==> config.mk <==
export PLATFORM = sky130hd
export DESIGN_NAME = prog_loader
export DESIGN_NICKNAME = d
export VERILOG_FILES = /design/src/rtl/prog_loader_pkg.sv /design/src/rtl/prog_loader_key_debounce.sv /design/src/rtl/prog_loader.sv
export SDC_FILE = /design/constraint.sdc
export NUM_CORES = 1
export LEC_CHECK = 0
export CORE_MARGIN = 8
export CORE_UTILIZATION = 53
export CTS_BUF_LIST = sky130_fd_sc_hd__clkbuf_8
export CTS_CLUSTER_SIZE = 40
export DETAILED_ROUTE_END_ITERATION = 12
export DONT_BUFFER_PORTS = 1
export GPL_TIMING_DRIVEN = 0
export MAX_ROUTING_LAYER = met4
export PLACE_DENSITY = 0.75
export SYNTH_ARGS = -nofsm -noshare
export SYNTH_HDL_FRONTEND = slang
export SYNTH_HIERARCHICAL = 1
export SYNTH_SLANG_ARGS = --single-unit
==> constraint.sdc <==
create_clock -name clk -period 1.8 [get_ports clk]
set_input_delay 0.27 -clock clk [delete_from_list [all_inputs] [get_ports clk]]
set_output_delay 0.27 -clock clk [all_outputs]
set_load 0.005 [all_outputs]
==> src/rtl/prog_loader_pkg.sv <==
// -----------------------------------------------------------------------------
// prog_loader_pkg
// Shared definitions for the front-panel program loader and the blocks that
// talk to it (CPU controller, memory, display).
//   CS_*    : cpustate mode encodings driven by the CPU controller
//   state_t : loader FSM state encoding
// -----------------------------------------------------------------------------
package prog_loader_pkg;

  localparam logic [1:0] CS_IDLE  = 2'b00;
  localparam logic [1:0] CS_PROG  = 2'b01;
  localparam logic [1:0] CS_CHECK = 2'b10;
  localparam logic [1:0] CS_RUN   = 2'b11;

  typedef enum logic [1:0] {
    S_IDLE     = 2'd0,
    S_STROBE   = 2'd1,
    S_WAIT_REL = 2'd2
  } state_t;

endpackage

==> src/rtl/prog_loader_key_debounce.sv <==
// -----------------------------------------------------------------------------
// key_debounce
// Debounces the raw step key. The debounced level flips only after the raw
// input has disagreed with it for DEBOUNCE_CYCLES consecutive clocks.
// Ports:
//   clk, rst   : clock, synchronous active-high reset
//   i_raw      : raw key input (already synchronous to clk)
//   o_db       : debounced level
//   o_rise     : one-cycle pulse on a debounced rising edge
// -----------------------------------------------------------------------------
module key_debounce #(
  parameter int DEBOUNCE_CYCLES = 4
) (
  input  logic clk,
  input  logic rst,
  input  logic i_raw,
  output logic o_db,
  output logic o_rise
);

  // Counter value on which the flip happens; the flip edge is the
  // DEBOUNCE_CYCLES-th consecutive disagreeing edge.
  localparam logic [7:0] LAST_CNT = 8'(DEBOUNCE_CYCLES - 1);

  logic [7:0] r_cnt;
  logic       r_db;
  logic       r_db_q;

  always_ff @(posedge clk) begin
    if (rst) begin
      r_cnt  <= 8'd0;
      r_db   <= 1'b0;
      r_db_q <= 1'b0;
    end else begin
      r_db_q <= r_db;
      if (i_raw == r_db) begin
        r_cnt <= 8'd0;
      end else if (r_cnt == LAST_CNT) begin
        r_db  <= i_raw;
        r_cnt <= 8'd0;
      end else begin
        r_cnt <= r_cnt + 8'd1;
      end
    end
  end

  assign o_db   = r_db;
  assign o_rise = r_db & ~r_db_q;

endmodule

==> src/rtl/prog_loader.sv <==
// -----------------------------------------------------------------------------
// prog_loader
// Front-panel program loader. Each debounced press of the step key A1 issues
// one memory write (program mode) or one memory read (check mode) at the
// current address, then advances the address. The key must be released
// before the next press is accepted.
// Ports:
//   clk, rst  : clock, synchronous active-high reset
//   cpustate  : 00 idle, 01 program, 10 check, 11 run
//   A1        : raw step key
//   D         : switch data word
//   ld_addr   : current load/check address
//   ld_data   : D captured when the strobe is issued
//   ld_write  : one-cycle write strobe (program mode)
//   ld_read   : one-cycle read strobe (check mode)
//   wr_count  : writes since entering program mode, saturating at 2^ADDR_W
//   busy      : FSM is not idle
// Handshake: ld_write/ld_read are single-cycle strobes with no back-pressure;
// the memory must accept a strobe in the cycle it is high.
// -----------------------------------------------------------------------------
module prog_loader
  import prog_loader_pkg::*;
#(
  parameter int DEBOUNCE_CYCLES = 4,
  parameter int ADDR_W          = 8
) (
  input  logic              clk,
  input  logic              rst,
  input  logic [1:0]        cpustate,
  input  logic              A1,
  input  logic [7:0]        D,
  output logic [ADDR_W-1:0] ld_addr,
  output logic [7:0]        ld_data,
  output logic              ld_write,
  output logic              ld_read,
  output logic [ADDR_W:0]   wr_count,
  output logic              busy
);

  localparam logic [ADDR_W:0] WR_MAX = {1'b1, {ADDR_W{1'b0}}};

  state_t              r_state;
  state_t              w_next;
  logic [1:0]          r_cs;
  logic [ADDR_W-1:0]   r_addr;
  logic [7:0]          r_data;
  logic                r_wr_stb;
  logic                r_rd_stb;
  logic [ADDR_W:0]     r_wr_count;
  logic                r_busy;
  logic                w_db;
  logic                w_rise;
  logic                w_mode_chg;
  logic                w_write;
  logic                w_read;

  key_debounce #(
    .DEBOUNCE_CYCLES(DEBOUNCE_CYCLES)
  ) u_key_debounce (
    .clk    (clk),
    .rst    (rst),
    .i_raw  (A1),
    .o_db   (w_db),
    .o_rise (w_rise)
  );

  // A mode change aborts whatever is in flight, including a strobe that is
  // already registered for this cycle.
  assign w_mode_chg = (cpustate != r_cs);
  assign w_write    = r_wr_stb & ~w_mode_chg;
  assign w_read     = r_rd_stb & ~w_mode_chg;

  always_comb begin
    w_next = r_state;
    case (r_state)
      S_IDLE: begin
        if (w_rise && (cpustate == CS_PROG || cpustate == CS_CHECK)) begin
          w_next = S_STROBE;
        end
      end
      S_STROBE:   w_next = S_WAIT_REL;
      S_WAIT_REL: begin
        if (!w_db) begin
          w_next = S_IDLE;
        end
      end
      default:    w_next = S_IDLE;
    endcase
    if (w_mode_chg) begin
      w_next = S_IDLE;
    end
  end

  always_ff @(posedge clk) begin
    if (rst) begin
      r_state    <= S_IDLE;
      r_cs       <= CS_IDLE;
      r_addr     <= '0;
      r_data     <= 8'd0;
      r_wr_stb   <= 1'b0;
      r_rd_stb   <= 1'b0;
      r_wr_count <= '0;
      r_busy     <= 1'b0;
    end else begin
      r_state  <= w_next;
      r_cs     <= cpustate;
      r_busy   <= (w_next != S_IDLE);
      // Strobes are registered on entry to S_STROBE so they are high for
      // exactly the one cycle the FSM spends there.
      r_wr_stb <= (w_next == S_STROBE) && (cpustate == CS_PROG);
      r_rd_stb <= (w_next == S_STROBE) && (cpustate == CS_CHECK);
      if (w_next == S_STROBE) begin
        r_data <= D;
      end

      if (w_mode_chg || r_cs == CS_RUN) begin
        r_addr <= '0;
      end else if (r_state == S_STROBE) begin
        r_addr <= r_addr + ADDR_W'(1);
      end

      if (w_mode_chg) begin
        r_wr_count <= '0;
      end else if (w_write && r_wr_count != WR_MAX) begin
        r_wr_count <= r_wr_count + (ADDR_W + 1)'(1);
      end
    end
  end

  assign ld_addr  = r_addr;
  assign ld_data  = r_data;
  assign ld_write = w_write;
  assign ld_read  = w_read;
  assign wr_count = r_wr_count;
  assign busy     = r_busy;

endmodule

==> impl_results.md, run 1 <==
* Bufs and invs on worst path at 1
* Largest stage delay, worst path at ~0.47 ns
* Startpoint types: flop
* Top delay family on crit path: simple AND/OR/NAND/NOR gates
* Pint at 0.00126 W
* Slew at the pin closest to its max-slew limit at ~0.41 ns
* Hold Path Cell Cnt at 1
* Maximum capacitance violations at 0
* R2R cell count at 5
* Synth Flop Type: dfxtp_1
* TritonRoute pass-1 iters at 4
* Peak supply drop at around 0.64 mV
* Final setup vio count at 0
* WP data arrival at roughly 1.9 ns
* Synth warn at 6
* Clk slew on worst S/H paths at 0.07 ns
* DR DRC count at 0
* Fmax at 0.595 GHz
* Tmin final at approximately 1.7 ns
* First-pass GRT wire length at 6.23 mm
* Max Slew Vio Count at 0
* Clock Path Buffers at 2
* HP Start: rst
* Finished Layout Cells at about 250
* Vias per cell at between 5 and 6
* Final hold violation count at 0
* Syn Area/Cell at 9.22 sq um
* Ant diodes at 0
* Post-synth top cells: 42 x dfxtp_1, 24 x nor2_1, 12 x a21oi_1
* Seq cells post-synth at 42
* Top-area cell type share of the netlist area at between 40% and 50%
* Critical path type: flop to flop
* Post-Syn Area at approximately 1800 sq um
* Lkg Pwr at between 0.7 and 0.8 nW
* Worst path slowest cell: or4_1
* Met2 GRT Util at between 20% and 30%
* Total wire length at 3.84 mm
* IO Pins at 41
* Comb power frac at ~3.2%
* Final net count at 220
* R2r setup slk at 0.12 ns
* Post-route antenna net violation count at 0
* Initial antenna violation count at 0
* Sw frac at about a fifth
* Share of synthesized registers carrying an async set or reset at 0%
* Area leader, netlist: dfxtp_1
* Status: finished, final reports clean
* Core area at 3280 sq um
* DRT iter0 DRCs at 68
* Wire per inst at between 15 and 20 um
* Met1 usage at 15.3%
* Worst-Skew Late Latency at roughly 0.29 ns
* Net Switching at 0.000338 W
* Vias in the first global route at around 1,400
* Root Driver: clkbuf_8
* Clk pwr share at around 38%
* Worst Path Required at 2.04 ns
* Clk sinks at 42
* Number of synthesized flops with an enable pin at 0
* RSZ-0062 raised after global routing: no
* GR Overflow Total at 0
* Die Span X at 74.1 um
* Crit Path Max Fanout at 10
* Initial Utilization at between 50 and 60%
* Share of cells above drive strength 1 at a little under a tenth
* Worst hold-check path type: primary input to flop
* Die area at between 5000 and 6000 sq um
* DR vias at about 1,400
* Chip height at about 74 um
* Setup TNS Final at 0 ns
* Synth unique cells at 30
* Worst reg2reg path endpoint: wr_count[7]
* Area grow syn2layout at 9.59%
* Placement row count at 21
* Reg2reg start: r_cs[1]
* PwrDens at between 800 and 900 nW/um^2
* Dpl hpwl at roughly 2.9 mm
* Sequential Power Share at about three fifths
* Slew headroom at between 70% and 80%
* Number of port buffers at 0
* Hold path endpoint: u_key_debounce/o_db
* Ratio of final minimum period to clock period at 93.4%
* Cell Chain, Critical Path: xor2_1 -> or3_4 -> buf_6 -> or4_1 -> nand2_1
* GRT Max-Usage Layer: met2
* Cts hold-fix bufs at 0
* RD Place Congestion at around 0.86
* Synth Instances at about 190
* Pin count of the biggest net entering global routing at 13
* Overall routing resource usage at 15.3%
* Most numerous cell in the Yosys netlist: dfxtp_1
* Worst Setup SP: r_cs[1]
* Final clock skew at ~0.0026 ns
* Synth area leaders: dfxtp_1 47%, mux2i_1 5.0%, nor2_1 5.0%
* H-tree Lvls at 2
* Met3 Use GR at 8.09%
* Sequential share of the synthesized area at around 47%
* Crit. End Element: flop
* Placed Cells incl. Taps at between 200 and 250
* FILL cells at between 200 and 300
* CTS buffer count at 5
* CTS tree: done
* Syn nets at between 200 and 250
-- final cells by class --
class                      instances  area, sq um  share of cell area, %
tap                               46         57.6                   2.94
clock buffer                       6         82.6                   4.21
clock inverter                     2         8.76                  0.447
multi-input combinational        138          905                   46.2
inverter                           9         33.8                   1.72
buffer                             5         30.0                   1.53
sequential                        42          842                   43.0
-- power groups by stage --
stage                     combinational, W  sequential, W  clock, W
after global placement           0.0000441       0.000960         0
after CTS                        0.0000482       0.000938  0.000624
after floorplan                  0.0000377       0.000959         0
after detailed placement         0.0000480       0.000960         0
after global routing             0.0000572       0.000940  0.000655
final                            0.0000511       0.000940  0.000606
-- worst max-delay path by stage --
stage | slack [ns] | end | cells after the start
floorplan | 0.26 | wr_count[7] | 5
global route | 0.003 | wr_count[2] | 6
global placement | 0.15 | wr_count[2] | 6
CTS | 0.003 | ld_write | 4
detailed placement | 0.10 | wr_count[2] | 6
finish | 0.12 | wr_count[7] | 5
-- worst register-to-register path, cell delays in order (launching register included) --
cell,delay (ns)
dfxtp_1,0.43
xor2_1,0.12
or3_4,0.38
buf_6,0.15
or4_1,0.47
nand2_1,0.08
-- kinds of logic after synthesis --
family	after synthesis	share of synthesized area (%)
adder cells (fa/ha/maj)	6	4.20
buffers and inverters	14	3.50
flip-flops	42	47.0
multiplexers	9	5.04
XOR/XNOR	15	7.35
AO/OA/AOI/OAI	27	8.47
AND/OR/NAND/NOR	81	24.4
-- stage by stage --
stage	worst slack, ns	total power, W	cell area (sq um)	hold WS, ns	util (%)
after floorplan	0.257	0.000997	1790	0.339	-
after global placement	0.148	0.00100	1850	0.340	56.2
after detailed placement	0.102	0.00101	1850	0.347	56.2
after CTS	0.00323	0.00161	1940	0.0235	59.0
after global routing	0.00292	0.00165	1960	0.0176	59.7
final	0.119	0.00160	1960	0.0336	59.7
-- cells in the final DEF (no fill, tap or decap), drive strengths merged, types with 4 or more instances in the layout --
cell type | netlist | final
or4 | 4 | 4
a21oi | 12 | 12
nor2 | 24 | 24
nand2 | 9 | 9
o21ai | 10 | 10
xnor2 | 5 | 5
nand4 | 8 | 8
xor2 | 10 | 10
nor2b | 4 | 4
clkbuf | 2 | 8
nand3 | 10 | 10
and3 | 4 | 4
inv | 9 | 10
or3 | 9 | 9
dfxtp | 42 | 42
ha | 6 | 6
mux2i | 9 | 9
-- sequential cells by signal (all words and copies together) (netlist names), 2 cells and up --
signal	flops
ld_addr	8
u_key_debounce/r_cnt	8
wr_count	9
r_state	2
ld_data	8
r_cs	2
-- per-layer routing --
layer / vias to the layer above / wire [um]
met2: 51 / 1850
met4: 0 / 65
met3: 7 / 388
met5: - / 0
met1: 649 / 1540
li1: 693 / -
-- timing repair --
item                       CTS  global route
setup buffers                0             0
hold endpoints to repair     0             0
setup endpoints to repair    0             2
gates resized for setup      0             6
No activity file was read; power rests on OpenSTA's default activity.
==> run 2: changes to the inputs <==
--- a/config.mk
+++ b/config.mk
@@ -5,6 +5,7 @@
 export SDC_FILE = /design/constraint.sdc
 export NUM_CORES = 1
 export LEC_CHECK = 0
+export ABC_AREA = 1
 export CORE_MARGIN = 8
 export CORE_UTILIZATION = 53
 export CTS_BUF_LIST = sky130_fd_sc_hd__clkbuf_8
==> run 2 against run 1 <==
Compared with the run above:
- clock-buffer cell count unchanged
- synthesized area up 21%
- register-to-register slack improved by 0.21 ns
- hold slack improved by 0.0014 ns
- global-route usage down 1.0 points
- die area is 16% higher
- setup slack better by 0.21 ns
- cell count grew 41%
- non-clock buffer count down 2
==> impl_results.md, run 2 <==
* Status: finished, final reports clean
* Post-Synth XOR/XNOR Area at approximately 2.0%
* Synth Instances at 291
* Max Slew Vio Count at 0
* DRT iter0 DRCs at approximately 110
* Initial antenna violation count at 0
* Final clock skew at 0.00627 ns
* Slew headroom at 69.0%
* Clk slew on worst S/H paths at 0.08 ns
* Synth unique cells at 30
* Number of port buffers at 0
* Finished Layout Cells at between 300 and 400
* Startpoint types: flop
* Clock Path Buffers at 2
* Setup crit end: wr_count[1]
* Root Driver: clkbuf_8
* Worst path slowest cell: dfxtp_1
* Area grow syn2layout at 9.49%
* First-pass GRT wire length at 7.16 mm
* DR vias at about 1,700
* Syn Area/Cell at roughly 7.4 sq um
* Ratio of final minimum period to clock period at between 80% and 90%
* Placed Cells incl. Taps at ~340
* Share of synthesized registers carrying an async set or reset at 0%
* Clk sinks at 42
* Synth Flop Type: dfxtp_1
* Peak supply drop at roughly 0.37 mV
* Post-route antenna net violation count at 0
* Worst hold-check path type: primary input to flop
* Initial Utilization at between 50% and 60%
* Synth Area in Compound Gates at approximately a tenth
* Largest stage delay, worst path at approximately 0.41 ns
* Simple-Gate Fraction of Synth Area at 36.6%
* Crit. End Element: flop
* R2r setup slk at about 0.33 ns
* Setup TNS Final at 0 ns
* Seq cells post-synth at between 40 and 50
* Cell mode on critical path: nor2_1
* Die Span X at 79.9 um
* Post-Syn Area at ~2200 sq um
* RSZ-0062 raised after global routing: no
* Adder-cell share of the synthesized area at under 10%
* Tmin final at between 1 and 1.5 ns
* Largest register FFs at 9
* Crit Path Max Fanout at 8
* Final hold violation count at 0
* Largest family of logic cells by synthesized area: simple AND/OR/NAND/NOR gates
* Sequential share of the synthesized area at 38.9%
* Dpl hpwl at 3.13 mm
* Cts hold-fix bufs at 0
* Cell Chain, Critical Path: inv_1 -> ha_1 -> nand2_1 -> nor2_1 -> nand2_2 -> nand3_2 -> o21ai_1 -> nor2_1
* Final setup vio count at 0
* Maximum capacitance violations at 0
* Fmax at about 0.68 GHz
* TritonRoute pass-1 iters at 4
* Post-synth top cells: 75 x nand2_1, 42 x dfxtp_1, 29 x inv_1
* Overall Power at between 0.0015 and 0.002 W
* CTS tree: done
* Reg2reg start: wr_count[0]
* Post-synthesis mux area share at 0%
* PwrDens at ~810 nW/um^2
* Pin count of the biggest net entering global routing at 14
* Worst Setup SP: wr_count[0]
* Area leader, netlist: dfxtp_1
* Share of cells above drive strength 1 at 22.4%
* Commonest non-fill, non-tap cells in the layout: 75 x nand2_1, 42 x dfxtp_1, 29 x inv_1
* Post-CTS setup buffer count at 0
* Syn nets at 310
* Ant diodes at 0
* FILL cells at 362
* Overall routing resource usage at approximately 14%
* Post-CTS sizing at 0
* Worst Path Required at between 1.5 and 2 ns
* CTS buffer count at 5
* Vias in the first global route at roughly 1,600
* Worst reg2reg path endpoint: wr_count[1]
* WP data arrival at ~1.7 ns
* H-tree Lvls at 2
* Vias per cell at a little under 5
* DR DRC count at 0
* Lkg Pwr at about 0.92 nW
* Pre-CTS setup slack at ~0.33 ns
* Critical path type: flop to flop
* Number of synthesized flops with an enable pin at 0
* Synth area leaders: dfxtp_1 39%, nand2_1 13%, inv_1 5.0%
* RD Place Congestion at 0.817
* R2R cell count at 8
* Wire per inst at about 12 um
* Worst-Skew Late Latency at between 0.2 and 0.3 ns
* Placement row count at 23
* Slew at the pin closest to its max-slew limit at roughly 0.46 ns
* Synth warn at 6
* IO Pins at 41
* Core area at slightly below 4000 sq um
* Chip height at ~80 um
* Most numerous cell in the Yosys netlist: nand2_1
* Final net count at between 300 and 400
* Hold Slack at 0.0350 ns
* Die area at approximately 6400 sq um
* Final worst slack at about 0.33 ns
* Most common cell after layout, fill and taps aside: nand2_1
* HP Start: rst
* GR Overflow Total at 0
* Total wire length at 4.21 mm
* Top-area cell type share of the netlist area at between 30% and 40%
==> run 2: cell count changes in the layout (fill, tap and decap cells not counted), sizes merged, moves of 5 or more <==
cell	before	now
xor2	10	5
o21ai	10	5
or3	9	0
a21oi	12	27
xnor2	5	0
mux2i	9	0
nand2	9	87
inv	10	44
nand3	10	22
nor2	24	34
==> run 2: area by class of cell <==
class                           instances  area, sq um  share of cell area (%)
Multi-Input combinational cell        202         1130                    47.7
Sequential cell                        42          841                    35.5
Inverter                               44          165                    6.98
Clock buffer                            6         82.6                    3.49
Tap cell                               50         62.6                    2.64
Clock inverter                          2         60.1                    2.54
Buffer                                  3         26.3                    1.11
==> run 2: stage by stage <==
stage	area (sq um)	util [%]
CTS	2370	59.6
global route	2370	59.6
global placement	2220	56.0
finish	2370	59.6
detailed placement	2220	56.0
floorplan	2160	-
==> run 2: worst max-delay path, delay by kind of cell (launching register included) <==
family	cells	cell delay, ns
flip-flops	1	0.41
AO/OA/AOI/OAI	1	0.18
AND/OR/NAND/NOR	5	0.45
buffers and inverters	1	0.12
adder cells (fa/ha/maj)	1	0.21
==> run 2: how the worst min path moves through the flow <==
stage,cells past startpoint,slack (ns),endpoint
after floorplan,1,0.34,ld_data[1]
after global placement,1,0.34,ld_data[1]
after detailed placement,1,0.34,ld_data[1]
after CTS,1,0.03,ld_data[1]
after global routing,1,0.02,ld_data[1]
final,1,0.03,ld_data[1]
==> run 2: cell families after synthesis <==
group / count (synthesis)
xor gates and xnor gates: 5
adders and majority gates: 6
DFF: 42
buffers and inverters: 47
AOI/OAI and AO/OA: 35
and+or+nand+nor: 156
==> run 2: metal layers <==
layer  vias to the layer above  track usage [%]  share of wire (%)
met5                         -                -                  0
met2                        35             22.5                 46
met4                         0             5.27                1.3
li1                        928                -                  -
met1                       756             15.9                 44
met3                         4             5.74                8.2
==> run 2: report_power, final <==
part           switching, W  internal [W]  total [W]
sequential       0.00000508      0.000934   0.000939
combinational     0.0000514     0.0000246  0.0000760
clock              0.000317      0.000591   0.000909
total              0.000374       0.00155    0.00192
==> run 3: changes to the inputs <==
==> constraint.sdc (replaced) <==
create_clock -name clk -period 1.5 [get_ports clk]
set_input_delay 0.225 -clock clk [delete_from_list [all_inputs] [get_ports clk]]
set_output_delay 0.225 -clock clk [all_outputs]
set_load 0.005 [all_outputs]
==> run 3 against run 2 <==
Compared with the run above:
- global-route usage is 0.12 points higher
- setup slack worse by 0.20 ns
- sequential share of layout area is 0.13 points lower
- hold slack better by 0.0081 ns
- combinational power is 25% higher
- clock-buffer cell count stayed put
- register-to-register slack worse by 0.16 ns
- non-clock buffer count is 1 higher
- die area stayed put
- cell count is 0.29% higher
- critical endpoint is now ld_write
- highest routed layer unchanged
==> impl_results.md, run 3 (same netlist as run 2, synthesis figures left out) <==
* Status: finished, final reports clean
* Largest stage delay, worst path at 0.35 ns
* Worst Path Required at roughly 1.3 ns
* Hold Slack at approximately 0.043 ns
* Overall routing resource usage at between 10% and 20%
* Tmin final at between 1 and 1.5 ns
* Met1 usage at between 10% and 20%
* Placed cell areas at approximately 2200 sq um
* Placement row count at 23
* Final hold violation count at 0
* Peak supply drop at approximately 0.44 mV
* RD Place Congestion at 0.817
* Vias in the first global route at 1,628
* GRT Max-Usage Layer: met2
* Maximum capacitance violations at 0
* WP data arrival at ~1.1 ns
* Clk sinks at 42
* Commonest non-fill, non-tap cells in the layout: 75 x nand2_1, 40 x dfxtp_1, 28 x inv_1
* FILL cells at ~360
* Slew headroom at 69.1%
* Root Driver: clkbuf_8
* Final instance area at 2390 sq um
* Placed Cells incl. Taps at 341
* Number of port buffers at 0
* Worst-Skew Late Latency at just under 0.3 ns
* Initial Utilization at 54.4%
* Area grow syn2layout at 10.5%
* Total wire length at roughly 4.3 mm
* IO Pins at 41
* TritonRoute pass-1 iters at 4
* Clock Path Buffers at 2
* Share of cells above drive strength 1 at 23.3%
* Post-CTS setup buffer count at 0
* Met3 Use GR at approximately 5.7%
* DR DRC count at 0
* Setup TNS Final at 0 ns
* H-tree Lvls at 2
* DRT iter0 DRCs at approximately 110
* Finished Layout Cells at 350
* Crit. End Element: output pin
* Cell Chain, Critical Path: inv_2 -> nand2_1 -> nand2_2 -> inv_2 -> nand3_1 -> inv_1
* DR vias at approximately 1,700
* Vias per cell at 4.92
* Ant diodes at 0
* FF/Latch Area at approximately 850 sq um
* Die Span X at 79.9 um
* Cell mode on critical path: inv_2
* Most common cell after layout, fill and taps aside: nand2_1
* Startpoint types: flop
* GR Overflow Total at 0
* Clk slew on worst S/H paths at roughly 0.080 ns
* Final net count at between 300 and 400
* Footprint of the multi-input gates at 1140 sq um
* Worst hold-check path type: primary input to flop
* CTS buffer count at 5
* Core area at 3970 sq um
* First-pass GRT wire length at just over 7 mm
* Initial antenna violation count at 0
* Lkg Pwr at 0.923 nW
* Met2 GRT Util at between 20% and 30%
* Wire per inst at ~12 um
* PwrDens at between 900 and 1000 nW/um^2
* Post-route antenna net violation count at 0
* Pin count of the biggest net entering global routing at 14
* Die area at between 6000 and 7000 sq um
* Slew at the pin closest to its max-slew limit at around 0.46 ns
* Ratio of final minimum period to clock period at 91.2%
* RSZ-0062 raised after global routing: no
* Fmax at around 0.73 GHz
* Final setup vio count at 0
* Dpl hpwl at between 3 and 4 mm
* Worst path slowest cell: dfxtp_1
* Crit Path Max Fanout at 2
* Final clock skew at approximately 0.0076 ns
* CTS tree: done
* Largest register FFs at 9
* Critical path type: flop to output pin
* Chip height at about 80 um
* Max Slew Vio Count at 0
==> run 3: changes by cell type in the layout (fill, tap and decap cells not counted), sizes merged <==
cell / before / now
dlygate4sd3: 0 / 1
==> run 3: path summary, 6_finish.rpt <==
check | startpoint | endpoint | slack, ns | cells past startpoint
min | rst | busy | 0.04 | 1
min reg2reg | u_key_debounce/r_cnt[0] | u_key_debounce/r_cnt[0] | 0.47 | 1
max reg2reg | u_key_debounce/o_db | ld_data[4] | 0.17 | 8
max | r_cs[0] | ld_write | 0.13 | 6
==> run 3: final cells by class <==
class / count / share of cell area, %
Buffer: 3 / 1.10
Timing Repair Buffer: 1 / 0.419
Inverter: 44 / 6.91
Tap cell: 50 / 2.62
Clock inverter: 2 / 2.51
Multi-Input combinational cell: 202 / 47.6
Clock buffer: 6 / 3.46
Sequential cell: 42 / 35.4
==> run 3: what timing repair did <==
| action | CTS | global route |
|---|---|---|
| hold endpoints to repair | 2 | 0 |
| hold buffers | 1 | 0 |
| resized for setup | 0 | 5 |
| endpoints found under the setup margin | 0 | 8 |
==> run 3: metal layers <==
metal | up-vias | wire length (um)
met3 | 4 | 329
met1 | 753 | 1900
met4 | 0 | 54
met5 | - | 0
li1 | 931 | -
met2 | 34 | 1970
==> run 3: power breakdown <==
group,internal (W),switching (W)
clock,0.000710,0.000385
combinational,0.0000314,0.0000637
sequential,0.00112,0.00000609
==> run 3: critical path: cells and delay by family, from the launching register on <==
kind	cells	cell delay [ns]
buf+inv	3	0.24
simple gates	3	0.27
flops	1	0.35
==> run 3: metrics by stage <==
| step | total power [W] | util [%] | setup slack [ns] |
|---|---|---|---|
| 2_1_floorplan | 0.00123 | - | 0.211 |
| 3_3_place_gp | 0.00124 | 56.0 | 0.0668 |
| 3_5_place_dp | 0.00124 | 56.0 | 0.0453 |
| 4_1_cts | 0.00234 | 59.9 | 0.0311 |
| 5_1_grt | 0.00241 | 60.2 | 0.00525 |
| 6_report | 0.00231 | 60.2 | 0.131 |
